## src/rtl/mem_port_arbiter.sv

```systemverilog
// mem_port_arbiter: shares one req/gnt/rvalid memory port between the
// instruction fetch side and the load/store side. Address phases are
// arbitrated (fixed data priority or round-robin). A requester that has been
// presented to the bus but not yet granted stays locked as owner. An in-order
// FIFO of owner IDs steers each response back to the side that issued it.
module mem_port_arbiter #(
    parameter int MAX_OUTSTANDING = 2,
    parameter bit DATA_PRIORITY   = 1'b1
) (
    input  logic        clk,
    input  logic        rstn,

    input  logic        instr_req_i,
    input  logic [31:0] instr_addr_i,
    output logic        instr_gnt_o,
    output logic        instr_rvalid_o,
    output logic [31:0] instr_rdata_o,
    output logic        instr_err_o,

    input  logic        data_req_i,
    input  logic        data_we_i,
    input  logic [3:0]  data_be_i,
    input  logic [31:0] data_addr_i,
    input  logic [31:0] data_wdata_i,
    output logic        data_gnt_o,
    output logic        data_rvalid_o,
    output logic [31:0] data_rdata_o,
    output logic        data_err_o,

    output logic        mem_req_o,
    output logic        mem_we_o,
    output logic [3:0]  mem_be_o,
    output logic [31:0] mem_addr_o,
    output logic [31:0] mem_wdata_o,
    input  logic        mem_gnt_i,
    input  logic        mem_rvalid_i,
    input  logic [31:0] mem_rdata_i,
    input  logic        mem_err_i,

    output logic        busy_o,
    output logic        protocol_err_o
);

    localparam int CNT_W = $clog2(MAX_OUTSTANDING + 1);
    localparam int PTR_W = (MAX_OUTSTANDING > 1) ? $clog2(MAX_OUTSTANDING) : 1;
    localparam logic [CNT_W-1:0] CNT_MAX  = CNT_W'(MAX_OUTSTANDING);
    localparam logic [PTR_W-1:0] PTR_LAST = PTR_W'(MAX_OUTSTANDING - 1);

    // Owner encoding shared by the lock register, RR pointer and FIFO.
    localparam logic SIDE_I = 1'b0;
    localparam logic SIDE_D = 1'b1;

    typedef enum logic {
        IDLE   = 1'b0,
        LOCKED = 1'b1
    } state_t;

    state_t           state;
    logic             owner_q;     // side held while LOCKED
    logic             rr_q;        // side that wins the next simultaneous request
    logic [CNT_W-1:0] count;
    logic [PTR_W-1:0] wr_ptr;
    logic [PTR_W-1:0] rd_ptr;
    logic             owner_fifo [MAX_OUTSTANDING];
    logic             perr_q;

    logic             arb_side;
    logic             owner;
    logic             full;
    logic             accept;
    logic             pop;
    logic             head_owner;

    // Pick the winner among the live requests (only used while IDLE).
    always_comb begin
        arb_side = SIDE_I;
        if (instr_req_i && data_req_i) begin
            arb_side = DATA_PRIORITY ? SIDE_D : rr_q;
        end else if (data_req_i) begin
            arb_side = SIDE_D;
        end
    end

    // Bus request, current owner and handshake qualifiers.
    always_comb begin
        owner      = (state == LOCKED) ? owner_q : arb_side;
        full       = (count == CNT_MAX);
        // During reset all request-side outputs are forced low.
        mem_req_o  = rstn & ~full & ((state == LOCKED) | instr_req_i | data_req_i);
        accept     = mem_req_o & mem_gnt_i;
        pop        = mem_rvalid_i & (count != '0);
        head_owner = owner_fifo[rd_ptr];
    end

    // Address-phase mux: instruction side is always a full-word read.
    always_comb begin
        if (owner == SIDE_D) begin
            mem_we_o    = data_we_i;
            mem_be_o    = data_be_i;
            mem_addr_o  = data_addr_i;
            mem_wdata_o = data_wdata_i;
        end else begin
            mem_we_o    = 1'b0;
            mem_be_o    = 4'hF;
            mem_addr_o  = instr_addr_i;
            mem_wdata_o = '0;
        end
    end

    // Zero-latency grant return and in-order response routing.
    always_comb begin
        instr_gnt_o    = accept & (owner == SIDE_I);
        data_gnt_o     = accept & (owner == SIDE_D);
        instr_rvalid_o = pop & (head_owner == SIDE_I);
        data_rvalid_o  = pop & (head_owner == SIDE_D);
        instr_rdata_o  = mem_rdata_i;
        data_rdata_o   = mem_rdata_i;
        instr_err_o    = mem_err_i;
        data_err_o     = mem_err_i;
        busy_o         = (count != '0) | (state == LOCKED);
        protocol_err_o = perr_q;
    end

    // Lock FSM plus round-robin pointer; pointer moves only on a real grant.
    always_ff @(posedge clk or negedge rstn) begin
        if (!rstn) begin
            state   <= IDLE;
            owner_q <= SIDE_I;
            rr_q    <= SIDE_I;
        end else begin
            case (state)
                IDLE: begin
                    if (mem_req_o && !mem_gnt_i) begin
                        state   <= LOCKED;
                        owner_q <= owner;
                    end
                end
                LOCKED: begin
                    if (accept) begin
                        state <= IDLE;
                    end
                end
                default: state <= IDLE;
            endcase
            if (accept) begin
                rr_q <= ~owner;
            end
        end
    end

    // Outstanding counter and FIFO pointers; simultaneous push/pop cancel.
    always_ff @(posedge clk or negedge rstn) begin
        if (!rstn) begin
            count  <= '0;
            wr_ptr <= '0;
            rd_ptr <= '0;
        end else begin
            if (accept) begin
                wr_ptr <= (wr_ptr == PTR_LAST) ? '0 : wr_ptr + PTR_W'(1);
            end
            if (pop) begin
                rd_ptr <= (rd_ptr == PTR_LAST) ? '0 : rd_ptr + PTR_W'(1);
            end
            case ({accept, pop})
                2'b10:   count <= count + CNT_W'(1);
                2'b01:   count <= count - CNT_W'(1);
                default: count <= count;
            endcase
        end
    end

    // Owner-ID storage; contents are meaningless while count is zero.
    always_ff @(posedge clk) begin
        if (accept) begin
            owner_fifo[wr_ptr] <= owner;
        end
    end

    // Sticky flag for a response that arrives with nothing outstanding.
    always_ff @(posedge clk or negedge rstn) begin
        if (!rstn) begin
            perr_q <= 1'b0;
        end else if (mem_rvalid_i && (count == '0)) begin
            perr_q <= 1'b1;
        end
    end

endmodule

```

## config.mk

```make
export PLATFORM = sky130hd
export DESIGN_NAME = mem_port_arbiter
export DESIGN_NICKNAME = d
export VERILOG_FILES = /design/src/rtl/mem_port_arbiter.sv
export SDC_FILE = /design/constraint.sdc
export NUM_CORES = 1
export LEC_CHECK = 0
export ABC_AREA = 1
export BUFFER_PORTS_ARGS = -buffer_cell sky130_fd_sc_hd__buf_2
export CORE_AREA = 2 2 110 112
export CTS_CLUSTER_DIAMETER = 30
export DETAILED_ROUTE_END_ITERATION = 6
export DIE_AREA = 0 0 112 114
export GPL_TIMING_DRIVEN = 0
export PLACE_DENSITY = 0.61
export SLEW_MARGIN = 20
export SYNTH_ARGS = -nofsm -noshare
export SYNTH_HDL_FRONTEND = slang
export SYNTH_SLANG_ARGS = --single-unit
```

## constraint.sdc

```tcl
create_clock -name clk -period 1.5 [get_ports clk]
set_clock_uncertainty 0.05 [all_clocks]
set_input_delay 0.45 -clock clk [delete_from_list [all_inputs] [get_ports clk]]
set_output_delay 0.45 -clock clk [all_outputs]
set_load 0.01 [all_outputs]
```

==> flow_summary_export.csv <==
group,metric,value,unit
synthesis,synth_warnings,0,
detailed_routing,routedWlPerCell,10.8,um
pwr,p_clk_frac,0.105,
clock_network,cts-buffers-inserted,3,
timing,timing.hold.ws,0.00519,ns
timing,slew_violations,0,
worst_setup_path,path_cells,"inv_2 > nor2_4 > nor2_8 > inv_8 > buf_8 > or2_4 > buf_6",
worst_setup_path,crit_path_start_kind,"register",
pwr,combPwrFrac,0.799,
worst_setup_path,cp.depth,7,
timing,setup_viol,79,
clock_network,cts_root_buf,"clkbuf_16",
detailed_routing,vias_per_cell,3.57,
run_status,status,"finished, violations left",
clock_network,clkLatencyLatePin,0.24,ns
die,start_util,0.143,
worst_setup_path,cp-end-kind,"primary output",
synthesis,avgSynthCellArea,5.66,um^2
detailed_routing,drc_errors,0,
timing,rsz0062_at_grt,"true",
worst_setup_path,crit_end,"mem_be_o[2]",
die,num_rows,40,
pwr,seq_power_share,0.097,
timing,hold_viol,0,
synthesis,syn-cell-area,1670,um^2
timing,fin_crit_sh,1.35,
finish,fin_area,3530,um^2
timing,tns,-32.58,ns
die,ios,282,
placement,dp.final_hpwl,6440,um
finish,final_nets,704,
die,core,11700,um^2
min_path,hold_class,"in2async",
run_status,violations,"setup timing",
worst_setup_path,slowest_delay,0.41,ns
worst_setup_path,cp.required,1.00,ns
timing,relSlewSlack,0.831,
global_route,grt_overflow_total,0,
pwr,switchingPower,2180,uW
worst_setup_path,r2r-end,"count[1]",
finish,layout-drive-gt1-share,0.687,
timing,fin_ws,-0.522,ns
clock_network,clock_sink_count,9,
global_route,grt_pass1_wl,11100,um
placement,place_area,3180,um^2
global_route,grt_pass1_vias,2281,
pwr,internal-power,2430,uW
worst_setup_path,cp_top_family,"simple AND/OR/NAND/NOR gates",
placement,post-place-ws,-0.585,ns
pwr,p_leak,0.00230,uW
global_route,grt_use_total,0.109,
pwr,max-vdd-ir-drop,0.637,mV
timing,worst_pin_slew,0.252,ns
finish,area_growth,112,%
clock_network,cts_max_level,1,
placement,place_inst,690,
clock_network,cts.clk_slew.worst_paths,0.04,ns
timing,fmax,0.495,GHz
synthesis,ys_seq_area_frac,0.141,
placement,place_congestion,0.758,
global_route,antenna_found_initial,0,
detailed_routing,vias,2529,
worst_setup_path,crit_type,"reg2out",
synthesis,syn_nets,436,
worst_setup_path,cp_num_buf_inv,4,
placement,port_buffers,248,
pwr,power_density,1300,nW/um^2
detailed_routing,wl,7640,um
worst_setup_path,r2r_cells,11,
detailed_routing,dr.pass1.iters,4,
finish,n_antenna_cell,0,
die,die_y,114,um
detailed_routing,drt_iter0_markers,62,
timing,period_minus_slack,2.02,ns
flow_run,cap_viol_max_count,0,
synthesis,synthesis.instances,295,
die,die_w,112,um
synthesis,synth-seq-cells,9,
worst_setup_path,crit_slowest_cell,"dfrtp_1",
worst_setup_path,cp_max_fo,8,
worst_setup_path,worstPathArrival,1.52,ns
global_route,grt_max_degree,12,
finish,fillers,1326,
detailed_routing,ant_nets,0,
die,die_area,12800,um^2
synthesis,ys_types,25,
pwr,switching_share,0.472,
finish,instances_no_fill,709,
clock_network,cts_tree,"yes",
clock_network,cts_max_path_buffers,2,
worst_setup_path,ff2ff_setup_slack,-0.27,ns
==> power groups by stage <==
stage               Combinational (uW)  Sequential, uW  Clock, uW
finish                            3680             445        482
global route                      4050             454        502
CTS                               3670             438        494
detailed placement                3130             437          0
global placement                  3130             432          0
floorplan                         1870             422          0
==> timing repair <==
item,in CTS,in global routing
cloned,1,0
gates resized for setup,27,17
setup buffers,12,3
hold buffers,0,0
pin swaps,5,6
endpoints found under the setup margin,76,79
==> area by class of cell <==
type                       count  area (um^2)  share of cell area
multi-input combinational    169          851               0.241
sequential                     9          236              0.0669
tap                          147          184              0.0521
buffer                        76          604               0.171
inverter                      41          161              0.0457
clock buffer                   4         78.8              0.0223
timing repair buffer         263         1420               0.401
==> placed cells by master, fill, tap and decap left out, drive strengths merged, types with 2 or more instances in the layout <==
master  instances
nand2         107
o21ai           3
buf           338
xnor2           3
clkbuf          5
inv            41
nor2           43
or2             4
edfxtp          2
dfrtp           7
nand4           2
==> cells in the mapped netlist (all sizes together) <==
master	n	area [um^2]
edfxtp	2	60.1
and2	1	6.26
ha	1	12.5
buf	76	553
nand4	2	12.5
xnor2	3	26.3
or2	4	25.0
o21ai	3	15.0
a21boi	1	7.51
nand2	107	404
a21oi	1	5.00
a21o	1	7.51
mux2i	1	10.0
dfrtp	7	175
inv	41	154
nand3	1	5.00
nor2	43	190
==> worst min-delay path by stage <==
stage	endpoint	depth (start not counted)	slack, ns
floorplan	async pin	0	0.10
global placement	async pin	1	0.26
detailed placement	protocol_err_o	1	0.26
CTS	protocol_err_o	1	0.009
global route	async pin	1	0.02
finish	owner_q	1	0.005
==> per-layer routing <==
| metal | global-route usage | part of all wire | vias up | wire, um |
|---|---|---|---|---|
| li1 | - | - | 1322 | - |
| met5 | 0 | 0 | - | 0 |
| met4 | 0.0244 | 0.0089 | 0 | 68 |
| met2 | 0.205 | 0.52 | 129 | 4000 |
| met1 | 0.130 | 0.39 | 1073 | 2970 |
| met3 | 0.0170 | 0.079 | 5 | 600 |
==> worst register-to-register path: cells and delay by family (launching register included) <==
family,cells,cell delay [ns]
simple gates,4,0.34
buf+inv,3,0.35
compound gates,2,0.18
xor+xnor,1,0.12
flops,1,0.40
fa+ha+maj,1,0.22
==> through the flow <==
step | total power, uW | util
6_report | 4610 | 0.302
5_1_grt | 5010 | 0.302
4_1_cts | 4600 | 0.297
3_5_place_dp | 3570 | 0.272
3_3_place_gp | 3560 | 0.272
2_1_floorplan | 2290 | -
==> cells by family (layout without fill, tap and decap cells) <==
group | after synthesis | in the layout | synth area share
and+or+nand+nor | 158 | 158 | 0.385
buffers and inverters | 117 | 384 | 0.424
DFF | 9 | 9 | 0.141
AOI/OAI and AO/OA | 6 | 6 | 0.0210
xor gates and xnor gates | 3 | 3 | 0.0157
adders and majority gates | 1 | 1 | 0.00750
muxes | 1 | 1 | 0.00600
Power figures use the tool's default switching activity.
